**src/rtl/controller_pkg.sv**
```systemverilog
// Shared constants and types for the serial gamepad protocol.
// No logic; constants only.
// No flow control.
//
// Button bit positions follow the on-wire order: bit 7 is shifted first.
package controller_pkg;

    localparam int NUM_BUTTONS = 8;

    localparam int BTN_A      = 7;
    localparam int BTN_B      = 6;
    localparam int BTN_SELECT = 5;
    localparam int BTN_START  = 4;
    localparam int BTN_UP     = 3;
    localparam int BTN_DOWN   = 2;
    localparam int BTN_LEFT   = 1;
    localparam int BTN_RIGHT  = 0;

    typedef enum logic [1:0] {
        IDLE    = 2'd0,
        LOAD    = 2'd1,
        SHIFT   = 2'd2,
        DRAINED = 2'd3
    } resp_state_e;

endpackage

```
**src/rtl/sync_edge_m.sv**
```systemverilog
// Multi-flop synchronizer for one async input, with rise/fall pulses.
// Latency: SYNC_STAGES cycles to level_o; pulses are combinational from it.
// No backpressure; the input is sampled every cycle.
//
// Ports: clk, rst_B (async active-low), async_i (raw input),
//        level_o (synchronized level), rise_o / fall_o (1-cycle pulses).
module sync_edge_m #(
    parameter int SYNC_STAGES = 2
) (
    input  logic clk,
    input  logic rst_B,
    input  logic async_i,
    output logic level_o,
    output logic rise_o,
    output logic fall_o
);

    logic [SYNC_STAGES-1:0] sync_q;
    logic                   prev_q;

    always_ff @(posedge clk or negedge rst_B) begin
        if (!rst_B) begin
            sync_q <= '0;
            prev_q <= 1'b0;
        end else begin
            sync_q <= {sync_q[SYNC_STAGES-2:0], async_i};
            prev_q <= sync_q[SYNC_STAGES-1];
        end
    end

    assign level_o = sync_q[SYNC_STAGES-1];
    // Pulses are decoded before the registered copy catches up, so the
    // consumer's register lands one cycle after the last sync stage.
    assign rise_o  = level_o & ~prev_q;
    assign fall_o  = ~level_o & prev_q;

endmodule

```
**src/rtl/controller_responder.sv**
```systemverilog
// Device side of the serial gamepad protocol: one emulated shift-register pad.
// Latency: host edge to data_out_B change is SYNC_STAGES+1 clk cycles.
// No backpressure; host edges are consumed as they arrive, extras flag overrun.
//
// Ports: clk, rst_B (async active-low); buttons_in/buttons_we stage the next
// button byte; controller_clk_in/controller_latch_in are the async host lines;
// data_out_B is the active-low serial line; bit_index, frame_done and the
// sticky overrun (cleared by overrun_clr) report frame progress.
module controller_responder
    import controller_pkg::*;
#(
    parameter int NUM_BITS    = NUM_BUTTONS,
    parameter int SYNC_STAGES = 2,
    parameter bit FILL_LEVEL  = 1'b0
) (
    input  logic                          clk,
    input  logic                          rst_B,
    input  logic [NUM_BITS-1:0]           buttons_in,
    input  logic                          buttons_we,
    input  logic                          controller_clk_in,
    input  logic                          controller_latch_in,
    output logic                          data_out_B,
    output logic [$clog2(NUM_BITS+1)-1:0] bit_index,
    output logic                          frame_done,
    output logic                          overrun,
    input  logic                          overrun_clr
);

    localparam int IDX_W = $clog2(NUM_BITS+1);
    localparam logic [IDX_W-1:0] FULL_IDX = IDX_W'(NUM_BITS);
    localparam logic [IDX_W-1:0] LAST_IDX = IDX_W'(NUM_BITS - 1);

    logic clk_level, clk_rise, clk_fall;
    logic latch_level, latch_rise, latch_fall;

    sync_edge_m #(.SYNC_STAGES(SYNC_STAGES)) u_sync_clk (
        .clk     (clk),
        .rst_B   (rst_B),
        .async_i (controller_clk_in),
        .level_o (clk_level),
        .rise_o  (clk_rise),
        .fall_o  (clk_fall)
    );

    sync_edge_m #(.SYNC_STAGES(SYNC_STAGES)) u_sync_latch (
        .clk     (clk),
        .rst_B   (rst_B),
        .async_i (controller_latch_in),
        .level_o (latch_level),
        .rise_o  (latch_rise),
        .fall_o  (latch_fall)
    );

    logic unused_sync;
    assign unused_sync = &{1'b0, clk_level, clk_fall, latch_fall};

    resp_state_e              state_q, state_d;
    logic [NUM_BITS-1:0]      staging_q, staging_d;
    logic [NUM_BITS-1:0]      shift_q, shift_d;
    logic [IDX_W-1:0]         bit_index_q, bit_index_d;
    logic                     frame_done_q, frame_done_d;
    logic                     overrun_q, overrun_d;

    // FSM state register
    always_ff @(posedge clk or negedge rst_B) begin
        if (!rst_B) begin
            state_q <= IDLE;
        end else begin
            state_q <= state_d;
        end
    end

    // FSM next state; a latch rise restarts the frame from anywhere and
    // swallows any clock edge arriving in the same cycle.
    always_comb begin
        state_d = state_q;
        if (latch_rise) begin
            state_d = LOAD;
        end else begin
            case (state_q)
                IDLE:    if (latch_level) state_d = LOAD;
                LOAD:    if (!latch_level) state_d = SHIFT;
                SHIFT:   if (clk_rise && bit_index_q == LAST_IDX) state_d = DRAINED;
                DRAINED: state_d = DRAINED;
                default: state_d = IDLE;
            endcase
        end
    end

    // FSM outputs
    always_comb begin
        case (state_q)
            IDLE:    data_out_B = 1'b1;
            DRAINED: data_out_B = FILL_LEVEL;
            default: data_out_B = ~shift_q[NUM_BITS-1];
        endcase
    end

    // Datapath next state
    always_comb begin
        // A write in the load window bypasses staging straight into the shifter.
        staging_d    = buttons_we ? buttons_in : staging_q;
        shift_d      = shift_q;
        bit_index_d  = bit_index_q;
        frame_done_d = 1'b0;
        // Clear first so a same-cycle set below wins.
        overrun_d    = overrun_q & ~overrun_clr;

        if (state_d == LOAD || state_q == LOAD) begin
            shift_d     = staging_d;
            bit_index_d = '0;
        end else if (clk_rise) begin
            if (state_q == SHIFT) begin
                shift_d = shift_q << 1;
                if (bit_index_q < FULL_IDX) begin
                    bit_index_d = bit_index_q + IDX_W'(1);
                end
                if (bit_index_q == LAST_IDX) begin
                    frame_done_d = 1'b1;
                end
            end else if (state_q == DRAINED) begin
                overrun_d = 1'b1;
            end
        end
    end

    always_ff @(posedge clk or negedge rst_B) begin
        if (!rst_B) begin
            staging_q    <= '0;
            shift_q      <= '0;
            bit_index_q  <= '0;
            frame_done_q <= 1'b0;
            overrun_q    <= 1'b0;
        end else begin
            staging_q    <= staging_d;
            shift_q      <= shift_d;
            bit_index_q  <= bit_index_d;
            frame_done_q <= frame_done_d;
            overrun_q    <= overrun_d;
        end
    end

    assign bit_index  = bit_index_q;
    assign frame_done = frame_done_q;
    assign overrun    = overrun_q;

endmodule

```
**config.mk**
```make
export PLATFORM = sky130hd
export DESIGN_NAME = controller_responder
export DESIGN_NICKNAME = d
export VERILOG_FILES = /design/src/rtl/controller_pkg.sv /design/src/rtl/sync_edge_m.sv /design/src/rtl/controller_responder.sv
export SDC_FILE = /design/constraint.sdc
export NUM_CORES = 1
export LEC_CHECK = 0
export CORE_AREA = 2 2 58 60
export CTS_CLUSTER_DIAMETER = 150
export CTS_CLUSTER_SIZE = 12
export DETAILED_ROUTE_END_ITERATION = 10
export DIE_AREA = 0 0 60 62
export MAX_ROUTING_LAYER = met4
export PLACE_DENSITY = 0.72
export SLEW_MARGIN = 25
export SYNTH_ARGS = -nofsm -noshare
export SYNTH_HDL_FRONTEND = slang
export SYNTH_SLANG_ARGS = --single-unit
```
**constraint.sdc**
```tcl
create_clock -name clk -period 1.92 [get_ports clk]
set_input_delay 0.192 -clock clk [delete_from_list [all_inputs] [get_ports clk]]
set_output_delay 0.192 -clock clk [all_outputs]
set_load 0.05 [all_outputs]
```
# == Yosys cells after proc, flatten, opt, wreduce, memory -nomap -nowiden ==
# Index checks and enable logic that the tools add are counted.
# Widths: inputs -> output; s select.
# classes
add_sub_neg,1
eq_ne,5
n_lt_le_gt_ge,1
reduce_logical,8
bitwise_logic,7
mux,22
# ops
cell,count
$mux 8,4
$mux 4,4
$mux 1,8
$mux 2,4
$pmux 2 s4,1
$reduce_bool 2->1,3
$add 4x1->4 const B,1
$eq 2x1->1 const B,2
$eq 2x2->1 const B,2
$eq 4x3->1 const B,1
$lt 4x4->1 const B,1
$not 1->1,4
$and 1x1->1,3
$reduce_and 3->1,1
$logic_not 2->1,1
$pmux 1 s2,1
$reduce_and 2->1,1
$logic_and 1x1->1,1
$logic_or 1x1->1,1
# totals
wordCells,54
inputBits,14
register_bits,30
output_inout_bits,7

# == Logic depth before layout (Yosys ltp) ==
# Gate-level depths: netlist of run 1.
# logic_depth
ltp_word,10
ltp_mapped,8
ltp_nobuf,7

# == Hierarchy ==
# A second synthesis of run 1 with hierarchy kept.
# hier_totals
cells_unflattened,108
hier_area_um2,1418.9
# by_module_without_submodules
module,cells_each,n_inst,seq_area_each_um2,area_each_um2
controller_responder,98,1,600.6,1238.7
sync_edge_m,5,2,75.1,90.1

# == Worst setup path before layout of run 1 ==
# No wires, ideal clock.
# synth_path
kind,register to register
startpoint,register bit_index_q[0] (netlist: bit_index[0])
endpoint,register shift_q[3]
path_slack_ns,-0.195
setup_time_ns,0.125
t_arrival_ns,1.990
path_buffers,1
t_required_ns,1.795
synth_period_minus_slack_ns,2.115
stages_incl_launch_ff,8
path_cell_list,dfrtp_1 > ha_1 > nand2_1 > nor3_4 > nor4_2 > o31ai_4 > buf_6 > mux2_4
# synth_via
elab_chain_len,9
word_cells_on_any_way,11
cone_classes,eq/ne: 2; mux: 4; reduce/logical: 5
# synth_rtl
item,line_no,source
from (decl),controller_responder.sv:60,"logic [IDX_W-1:0] bit_index_q, bit_index_d;"
from (signal assigned),controller_responder.sv:137,bit_index_q <= bit_index_d;
$eq 4x3->1 *,controller_responder.sv:83,SHIFT: if (clk_rise && bit_index_q == LAST_IDX) state_d = DRAINED;
$logic_and 1x1->1 *,controller_responder.sv:83,
$mux 2 *,controller_responder.sv:83,
$pmux 2 s4 *,controller_responder.sv:80,case (state_q)
$mux 2 *,controller_responder.sv:77,if (latch_rise) begin
$eq 2x1->1 *,controller_responder.sv:109,if (state_d == LOAD || state_q == LOAD) begin
$logic_or 1x1->1 *,controller_responder.sv:109,
$reduce_bool 2->1 (no line),-,
$reduce_and 2->1 (no line),-,
to (signal assigned),controller_responder.sv:136,shift_q <= shift_d;
to (decl),controller_responder.sv:59,"logic [NUM_BITS-1:0] shift_q, shift_d;"
# Mark *: on every way between the ends. The rest lies on a longest branch, timed or not.
# A chain may end at the register's enable or synchronous reset.

# == Final worst setup path of run 1 ==
# layout_path
startpoint,register state_q[0]
endpoint,register shift_q[0]
# layout_via
elab_chain_len,7
word_cells_on_any_way,15
cone_classes,eq/ne: 4; mux: 6; reduce/logical: 5
# layout_rtl
item,line_no,source
from (decl),controller_responder.sv:57,"resp_state_e state_q, state_d;"
from (signal assigned),controller_responder.sv:69,state_q <= state_d;
"$eq 2x2->1, or another cell as far along",controller_responder.sv:80,
$pmux 2 s4,controller_responder.sv:80,
$mux 2,controller_responder.sv:77,
$eq 2x1->1,controller_responder.sv:109,
$logic_or 1x1->1,controller_responder.sv:109,
$reduce_bool 2->1 (no line),-,
$reduce_and 2->1 (no line),-,
# Parallel ways exist; a longest one is shown, timed or not.

==> reports/results.ini, run 1 <==
[setup_path]
r2r_cells=8
start_kind=flop
reg2reg_to=shift_q[0]
worstPathRequired_ps=2130
cp_max_fo=8
path_class=flop to flop
ff2ff_setup_slack_ps=-50
worstPathArrival_ps=2180
rr_startpoint=state_q[0]
end_kind=flop

[yosys]
avgSynthCellArea_um2=13.3
muxShareOfSynthArea_pct=19.4
synth_top_family_by_area=multiplexers
synth_most_common_cell=dfrtp_1
synth_nets=126
synth-async-reset-ratio_pct=100
synth_top_area_share_pct=53.2
ys_ff_latch=30
synth_xor_xnor_area_share_pct=1.24
synth.distinct_cells=26
yosysWarnings=0
synthAdderAreaFrac_pct=5.32
synth_edf_count=0
yosys-top-cells-count=dfrtp_1 (30), mux2_2 (19), nor2_1 (10), ha_1 (6), inv_1 (6)
yosys.area_share.simple_pct=9.94
yosysTopAreaCell=dfrtp_1
synth_area_um2=1410
synth_compound_gate_area_share_pct=6.65
seq_area_frac_synth_pct=53.2
ys_top_cells_by_area=dfrtp_1 (53%), mux2_2 (15%), ha_1 (5.3%), mux2_4 (4.3%), nor2_1 (2.7%)
synth_ff_type=dfrtp_1
syn_inst=106

[detailed_routing]
vias=948
routedWlPerCell_um=14.1
post-route-drc-count=0
vias_per_cell=4.91
antenna_left=0
met1Wirelength_mm=1.15
drt_iter0_markers=35
top_layer=met4
route.met3.wl_um=106
detail_route.first_pass.iterations=5
wirelength_mm=2.72
wl_met2_mm=1.41

[power]
vdd_drop_max_mv=0.870
p_per_area_nw_per_um2=1450
leakagePower_nw=0.855

[placement]
gp_congestion=0.734
placed_cell_area_um2=1790
dp.cells=181
portBuffers=20
place_hpwl_mm=1.93

[sta]
max_freq_mhz=508
worstMarginPinSlew_ps=499
min_period_ps=1970
report.final.slew_viol_count=0
setup_violations=8
hold_viol_final=0
rsz0062_at_grt=yes
fin_ws_ps=-48.9
fin_crit_sh_pct=103
maxSlewHeadroom_pct=66.7
skew_ps=14.4

[floorplan]
rows=21
start_util_pct=44.4
dieArea_um2=3720
die_w_um=60
die_y_um=62
ios=21
coreArea_um2=3180

[final_layout]
final_area_um2=1930
multi_input_area_um2=691
drive_gt1_share_pct=46.3
fin_cells=193
antenna_cells=0
nNetsFinal=166
area.sequential_um2=756
areaGrowthSynthToFinish_pct=37.0
fillCellCount=254

[cts]
numCtsBuffers=5
cts_buffer_depth=2
cts_root_buf=clkbuf_4
cts_sinks=30
clk_pin_slew_ps=100
clk-insertion-delay-late_ps=330
htreeDepth=2
cts_tree=built

[run_status]
outcome=complete, but fails checks
violations=setup timing

[global_routing]
grt_pass1_wl_mm=4.30
grt_antenna_before_repair=0
grt_pass1_vias=943
gr-usage-all-layers_pct=17.2
grt_max_degree=31
grt-ovfl-total=0

[flow_run]
drv_cap=0

[min_path]
hp-class=input port to async pin

per-layer routing:
metal,vias to the layer above,track usage (%)
li1,452,-
met2,18,28.1
met1,471,19.3
met3,7,5.59
met5,-,-
met4,0,7.62
worst max path at each step:
stage	startpoint	endpoint	slack, ps	cells past startpoint
floorplan	state_q[0]	shift_q[3]	-60	8
global placement	state_q[1]	shift_q[2]	-60	8
detailed placement	state_q[1]	shift_q[7]	-110	8
CTS	state_q[0]	shift_q[0]	-40	8
global route	state_q[0]	shift_q[0]	-140	8
finish	state_q[0]	shift_q[0]	-50	8
flip-flops by register name, summed over array words and instances, names as in the netlist:
register,count
staging_q,8
shift_q,8
overrun,1
bit_index,4
u_sync_clk.prev_q,1
u_sync_clk.sync_q,2
state_q,2
frame_done,1
u_sync_latch.prev_q,1
u_sync_latch.sync_q,2
timing repair:
item / CTS / global route
gates resized for setup: 15 / 1
hold buffers: 0 / 0
setup buffers: 3 / 1
pin swaps: 4 / 4
endpoints found under the setup margin: 8 / 10
cell families (layout without fill, tap and decap cells):
group,Yosys count,after routing
AOI/OAI and AO/OA,13,13
and+or+nand+nor,23,23
adders and majority gates,6,6
buffers and inverters,9,50
muxes,23,23
xor gates and xnor gates,2,2
DFF,30,30
placed cells by master (no fill, tap or decap), drive strengths merged, types with 3 or more instances in the layout:
cell type | Yosys | layout
a21oi | 5 | 5
ha | 6 | 6
inv | 6 | 6
nor3 | 3 | 3
nor2 | 10 | 10
mux2 | 23 | 23
clkdlybuf4s50 | 0 | 18
buf | 2 | 17
clkbuf | 1 | 7
nand2 | 4 | 4
dfrtp | 30 | 30
report_power, final:
| group | internal [mW] | switching (mW) | total (mW) |
|---|---|---|---|
| sequential | 0.774 | 0.0866 | 0.860 |
| combinational | 0.858 | 0.681 | 1.54 |
| clock | 0.177 | 0.218 | 0.395 |
critical path, cell delays in order, from the launching register on:
cell,delay [ps]
dfrtp_1,400
inv_2,130
ha_4,180
nand3b_4,90
nor3_4,230
nor4_4,60
o31ai_4,280
buf_12,180
mux2_4,290
metrics by stage:
stage / setup TNS, ps / hold slack, ps / setup WS [ps] / power [mW] / utilization, %
after detailed placement: -672 / 343 / -107 / 2.23 / 56.2
after global placement: -346 / 337 / -58.8 / 2.17 / 56.2
after global routing: -1090 / 254 / -141 / 2.95 / 60.8
after CTS: -252 / 247 / -38.5 / 2.79 / 60.4
final: -284 / 239 / -48.9 / 2.79 / 60.8
after floorplan: -225 / -104 / -56.2 / 1.73 / -
cell type report:
type / instances / area share [%]
inverters: 6 / 1.17
clock buffers: 7 / 2.85
clock inverters: 1 / 0.259
repair buffers: 36 / 17.9
flip-flops and latches: 30 / 39.1
multi-input cells: 67 / 35.8
well taps: 46 / 2.98
(Power assumes the default switching activity.)
==> inputs of run 2 (changes only) <==
--- a/config.mk
+++ b/config.mk
@@ -5,13 +5,14 @@
 export SDC_FILE = /design/constraint.sdc
 export NUM_CORES = 1
 export LEC_CHECK = 0
-export CORE_AREA = 2 2 58 60
+export CORE_AREA = 2 2 56 58
 export CTS_CLUSTER_DIAMETER = 150
 export CTS_CLUSTER_SIZE = 12
 export DETAILED_ROUTE_END_ITERATION = 10
-export DIE_AREA = 0 0 60 62
+export DIE_AREA = 0 0 58 60
 export MAX_ROUTING_LAYER = met4
-export PLACE_DENSITY = 0.72
+export PLACE_DENSITY = 0.74
+export RECOVER_POWER = 100
 export SLEW_MARGIN = 25
 export SYNTH_ARGS = -nofsm -noshare
 export SYNTH_HDL_FRONTEND = slang
==> constraint.sdc (replaced) <==
create_clock -name clk -period 1.95 [get_ports clk]
set_input_delay 0.195 -clock clk [delete_from_list [all_inputs] [get_ports clk]]
set_output_delay 0.195 -clock clk [all_outputs]
set_load 0.05 [all_outputs]
==> reports/results.ini, run 2 (synthesis results as in run 1) <==
[cts]
cts_tree=built
cts_sinks=30
clk-insertion-delay-late_ps=320
cts_root_buf=clkbuf_4
cts_buffer_depth=2
holdBufCountCts=0
numCtsBuffers=5
htreeDepth=2
clk_pin_slew_ps=90

[sta]
worstMarginPinSlew_ps=727
fin_crit_sh_pct=100
fin_ws_ps=-3.29
max_freq_mhz=512
hold_slack_ps=357
rsz0062_at_grt=yes
setup_violations=1
report.final.slew_viol_count=0
maxSlewHeadroom_pct=51.5
hold_viol_final=0
skew_ps=9.67
min_period_ps=1950

[floorplan]
die_y_um=60
coreArea_um2=2900
rows=20
start_util_pct=48.6
dieArea_um2=3480
die_w_um=58
ios=21

[setup_path]
cp_max_fo=8
reg2reg_to=shift_q[2]
critPathLaunch=state_q[0]
end_kind=flop
rr_startpoint=state_q[0]
r2r_cells=8
ff2ff_setup_slack_ps=-3
crit_path_end=shift_q[2]
worstPathArrival_ps=2160
path_class=flop to flop
worstPathRequired_ps=2150
start_kind=flop

[detailed_routing]
antenna_left=0
drt_iter0_markers=23
detail_route.first_pass.iterations=5
routedWlPerCell_um=15.4
vias_per_cell=5.36
wirelength_mm=2.76
post-route-drc-count=0
vias=959

[global_routing]
grt_pass1_wl_mm=4.62
grt-ovfl-total=0
grt_antenna_before_repair=0
grt_pass1_vias=1003
grt_max_degree=31
gr-usage-all-layers_pct=19.0

[final_layout]
areaGrowthSynthToFinish_pct=36.6
final_core_util_pct=66.4
antenna_cells=0
layout_common_cells=dfrtp_1 (26), clkdlybuf4s50_1 (15), buf_4 (14)
multi_input_area_um2=717
final_area_um2=1930
area.sequential_um2=756
fillCellCount=215
nNetsFinal=166
final_common_cell=dfrtp_1
drive_gt1_share_pct=41.8

[run_status]
outcome=complete, but fails checks
violations=setup timing

[power]
leakagePower_nw=0.833
p_per_area_nw_per_um2=1420
vdd_drop_max_mv=0.911

[placement]
placed_cell_area_um2=1760
gp_congestion=0.683
place_hpwl_mm=1.85
portBuffers=20

[min_path]
hp-class=flop to flop

[flow_run]
drv_cap=0

run 2: cell count changes in the layout (fill, tap and decap cells not counted), moves of 2 or more:
cell	before	now
inv_2	3	1
dlygate4sd3_1	0	4
clkdlybuf4s50_1	18	15
mux2_2	15	8
inv_4	0	2
mux2_1	0	7
run 2: power breakdown:
group | switching, mW | internal, mW
clock | 0.196 | 0.136
combinational | 0.701 | 0.862
sequential | 0.0861 | 0.762
run 2: repair_timing:
action / 4_1_cts / 5_1_grt
gates resized for setup: 15 / 6
setup endpoints to repair: 8 / 8
pin swaps: 6 / 6
buffers inserted: 2 / 4
run 2: per-layer routing:
| metal | share of wire, % | GRT usage [%] | wire length [µm] |
|---|---|---|---|
| met4 | 1.6 | 6.98 | 43 |
| met5 | 0 | - | 0 |
| met3 | 4.0 | 6.49 | 111 |
| met1 | 40 | 20.3 | 1100 |
| met2 | 55 | 32.8 | 1510 |
run 2: metrics by stage:
stage / worst slack [ps] / cells / total power, mW / setup TNS, ps
finish: -3.29 / 179 / 2.74 / -3.29
CTS: -19.5 / 175 / 2.64 / -54.6
global route: -71.2 / 179 / 2.91 / -495
floorplan: -26.2 / 106 / 1.70 / -105
detailed placement: -98.4 / 166 / 2.16 / -579
global placement: -33.1 / 166 / 2.11 / -140
run 2: final cells by class:
| cell class | instances | area share (%) |
|---|---|---|
| Clock buffer | 7 | 2.34 |
| Inverter | 6 | 1.43 |
| Multi-Input combinational cell | 67 | 37.2 |
| Sequential cell | 30 | 39.2 |
| Tap cell | 33 | 2.14 |
| Timing Repair Buffer | 36 | 17.7 |
run 2: critical path, stage by stage, from the launching register on:
cell	delay, ps
dfrtp_1	400
inv_2	120
ha_4	180
nand3b_4	90
nor3_4	220
nor4_4	60
o31ai_4	290
buf_12	180
mux2_4	300
run 2: worst min path at each step:
stage          cells past startpoint                   start                endpoint
2_1_floorplan                      0                   rst_B            bit_index[0]
3_3_place_gp                       0  u_sync_latch.sync_q[0]  u_sync_latch.sync_q[1]
3_5_place_dp                       0    u_sync_clk.sync_q[0]    u_sync_clk.sync_q[1]
4_1_cts                            2                   rst_B  u_sync_latch.sync_q[0]
5_1_grt                            0    u_sync_clk.sync_q[0]    u_sync_clk.sync_q[1]
6_report                           0    u_sync_clk.sync_q[0]    u_sync_clk.sync_q[1]
==> inputs of run 3 (changes only) <==
--- a/config.mk
+++ b/config.mk
@@ -11,7 +11,7 @@
 export DETAILED_ROUTE_END_ITERATION = 10
 export DIE_AREA = 0 0 58 60
 export MAX_ROUTING_LAYER = met4
-export PLACE_DENSITY = 0.74
+export PLACE_DENSITY = 0.81
 export RECOVER_POWER = 100
 export SLEW_MARGIN = 25
 export SYNTH_ARGS = -nofsm -noshare
==> reports/results.ini, run 3 (synthesis results as in run 1) <==
[floorplan]
dieArea_um2=3480
rows=20
ios=21
coreArea_um2=2900
die_w_um=58
die_y_um=60
start_util_pct=48.6

[cts]
clk_pin_slew_ps=100
cts_tree=built
cts_sinks=30
cts_buffer_depth=2
cts_root_buf=clkbuf_4
clk-insertion-delay-late_ps=330
numCtsBuffers=5
holdBufCountCts=0
htreeDepth=2

[setup_path]
worstPathArrival_ps=2160
worst_path_max_delay_cell=dfrtp_1
cpPeakStageDelay_ps=400
cp_max_fo=8
start_kind=flop
end_kind=flop
critPathTopFamily=flip-flops
worstPathRequired_ps=2180
ff2ff_setup_slack_ps=10
cp_num_buf_inv=2
path_class=flop to flop
crit_chain=inv_2 > ha_4 > nand3b_4 > nor3_4 > nor4_4 > o31ai_4 > buf_12 > mux2_2

[final_layout]
antenna_cells=0
drive_gt1_share_pct=43.4
fillCellCount=209
layout_common_cells=dfrtp_1 (26), mux2_2 (13), clkdlybuf4s50_1 (13), buf_4 (12), nor2_1 (8)
final_common_cell=dfrtp_1
multi_input_area_um2=701
areaGrowthSynthToFinish_pct=35.4
nNetsFinal=164
area.sequential_um2=756

[power]
internal_power_mw=1.75
leakagePower_nw=0.826
p_seq_share_pct=30.6
comb_power_share_pct=54.7
p_per_area_nw_per_um2=1430
switching_share_pct=36.1
vdd_drop_max_mv=0.970
p_switching_uw=985
power_frac_clock_pct=14.6

[global_routing]
grt_pass1_vias=963
grt-ovfl-total=0
grt_max_degree=31
gr-usage-all-layers_pct=18.9
grt_antenna_before_repair=0
grt_pass1_wl_mm=4.59

[sta]
fin_ws_ps=12.7
maxSlewHeadroom_pct=49.4
hold_viol_final=0
fin_crit_sh_pct=99.3
report.final.slew_viol_count=0
max_freq_mhz=516
rsz0062_at_grt=yes
worstMarginPinSlew_ps=759
min_period_ps=1940
skew_ps=7.28
finalSetupTns_ps=0
setup_violations=0

[detailed_routing]
detail_route.first_pass.iterations=4
post-route-drc-count=0
antenna_left=0
vias=939
routedWlPerCell_um=15.3
vias_per_cell=5.28
drt_iter0_markers=12
wirelength_mm=2.72

[placement]
dp_slack_ps=-126
place_hpwl_mm=1.90
portBuffers=20
gp_congestion=0.767

[min_path]
hp-class=flop to flop

[run_status]
outcome=completed

[flow_run]
drv_cap=0

## run 3: path summary, 6_finish.rpt
kind                            depth (start not counted)              startpoint                      to
max in group asynchronous                               2                   rst_B            bit_index[1]
worst min-delay path                                    0  u_sync_latch.sync_q[0]  u_sync_latch.sync_q[1]
min in group asynchronous                               2                   rst_B    u_sync_clk.sync_q[0]
worst max-delay path                                    8              state_q[0]              shift_q[7]
worst min register to register                          0  u_sync_latch.sync_q[0]  u_sync_latch.sync_q[1]
worst max register to register                          8              state_q[0]              shift_q[7]
## run 3: worst register-to-register path, delay by kind of cell (launching register included)
kind	cells	cell delay [ps]
DFF	1	400
and+or+nand+nor	3	340
muxes	1	330
AOI/OAI and AO/OA	1	300
buffers and inverters	2	290
adders and majority gates	1	170
## run 3: repair_timing
item	CTS	global route
setup endpoints to repair	8	9
resized for setup	13	3
pin swaps	3	2
buffers inserted	3	1
## run 3: final cells by class
type	count	area share, %
Sequential cell	30	39.6
Multi-Input combinational cell	67	36.7
Timing Repair Buffer	34	17.0
Clock buffer	6	2.69
Tap cell	33	2.16
Inverter	6	1.18
Clock inverter	2	0.655
## run 3: power by group through the flow
stage               clock network (mW)  logic, mW  registers, mW
global route                     0.429       1.60          0.858
floorplan                            0      0.844          0.859
finish                           0.400       1.49          0.837
CTS                              0.414       1.47          0.838
global placement                     0       1.26          0.843
detailed placement                   0       1.32          0.853
## run 3: through the flow
step | util, % | area, µm² | total power [mW] | hold slack [ps] | instances
final | 65.8 | 1910 | 2.73 | 369 | 178
after global routing | 65.8 | 1910 | 2.88 | 381 | 178
after CTS | 65.2 | 1890 | 2.72 | 232 | 177
after detailed placement | 60.5 | 1760 | 2.17 | 358 | 166
after global placement | 60.5 | 1760 | 2.11 | 334 | 166
after floorplan | - | 1450 | 1.70 | -101 | 106
## run 3: routing by layer
layer | up-vias | wire [µm] | part of all wire, % | track usage, %
met1 | 455 | 1120 | 41 | 21.4
met5 | - | 0 | 0 | -
met2 | 33 | 1420 | 52 | 31.3
met4 | 0 | 59 | 2.2 | 11.0
met3 | 5 | 120 | 4.4 | 3.90
li1 | 446 | - | - | -
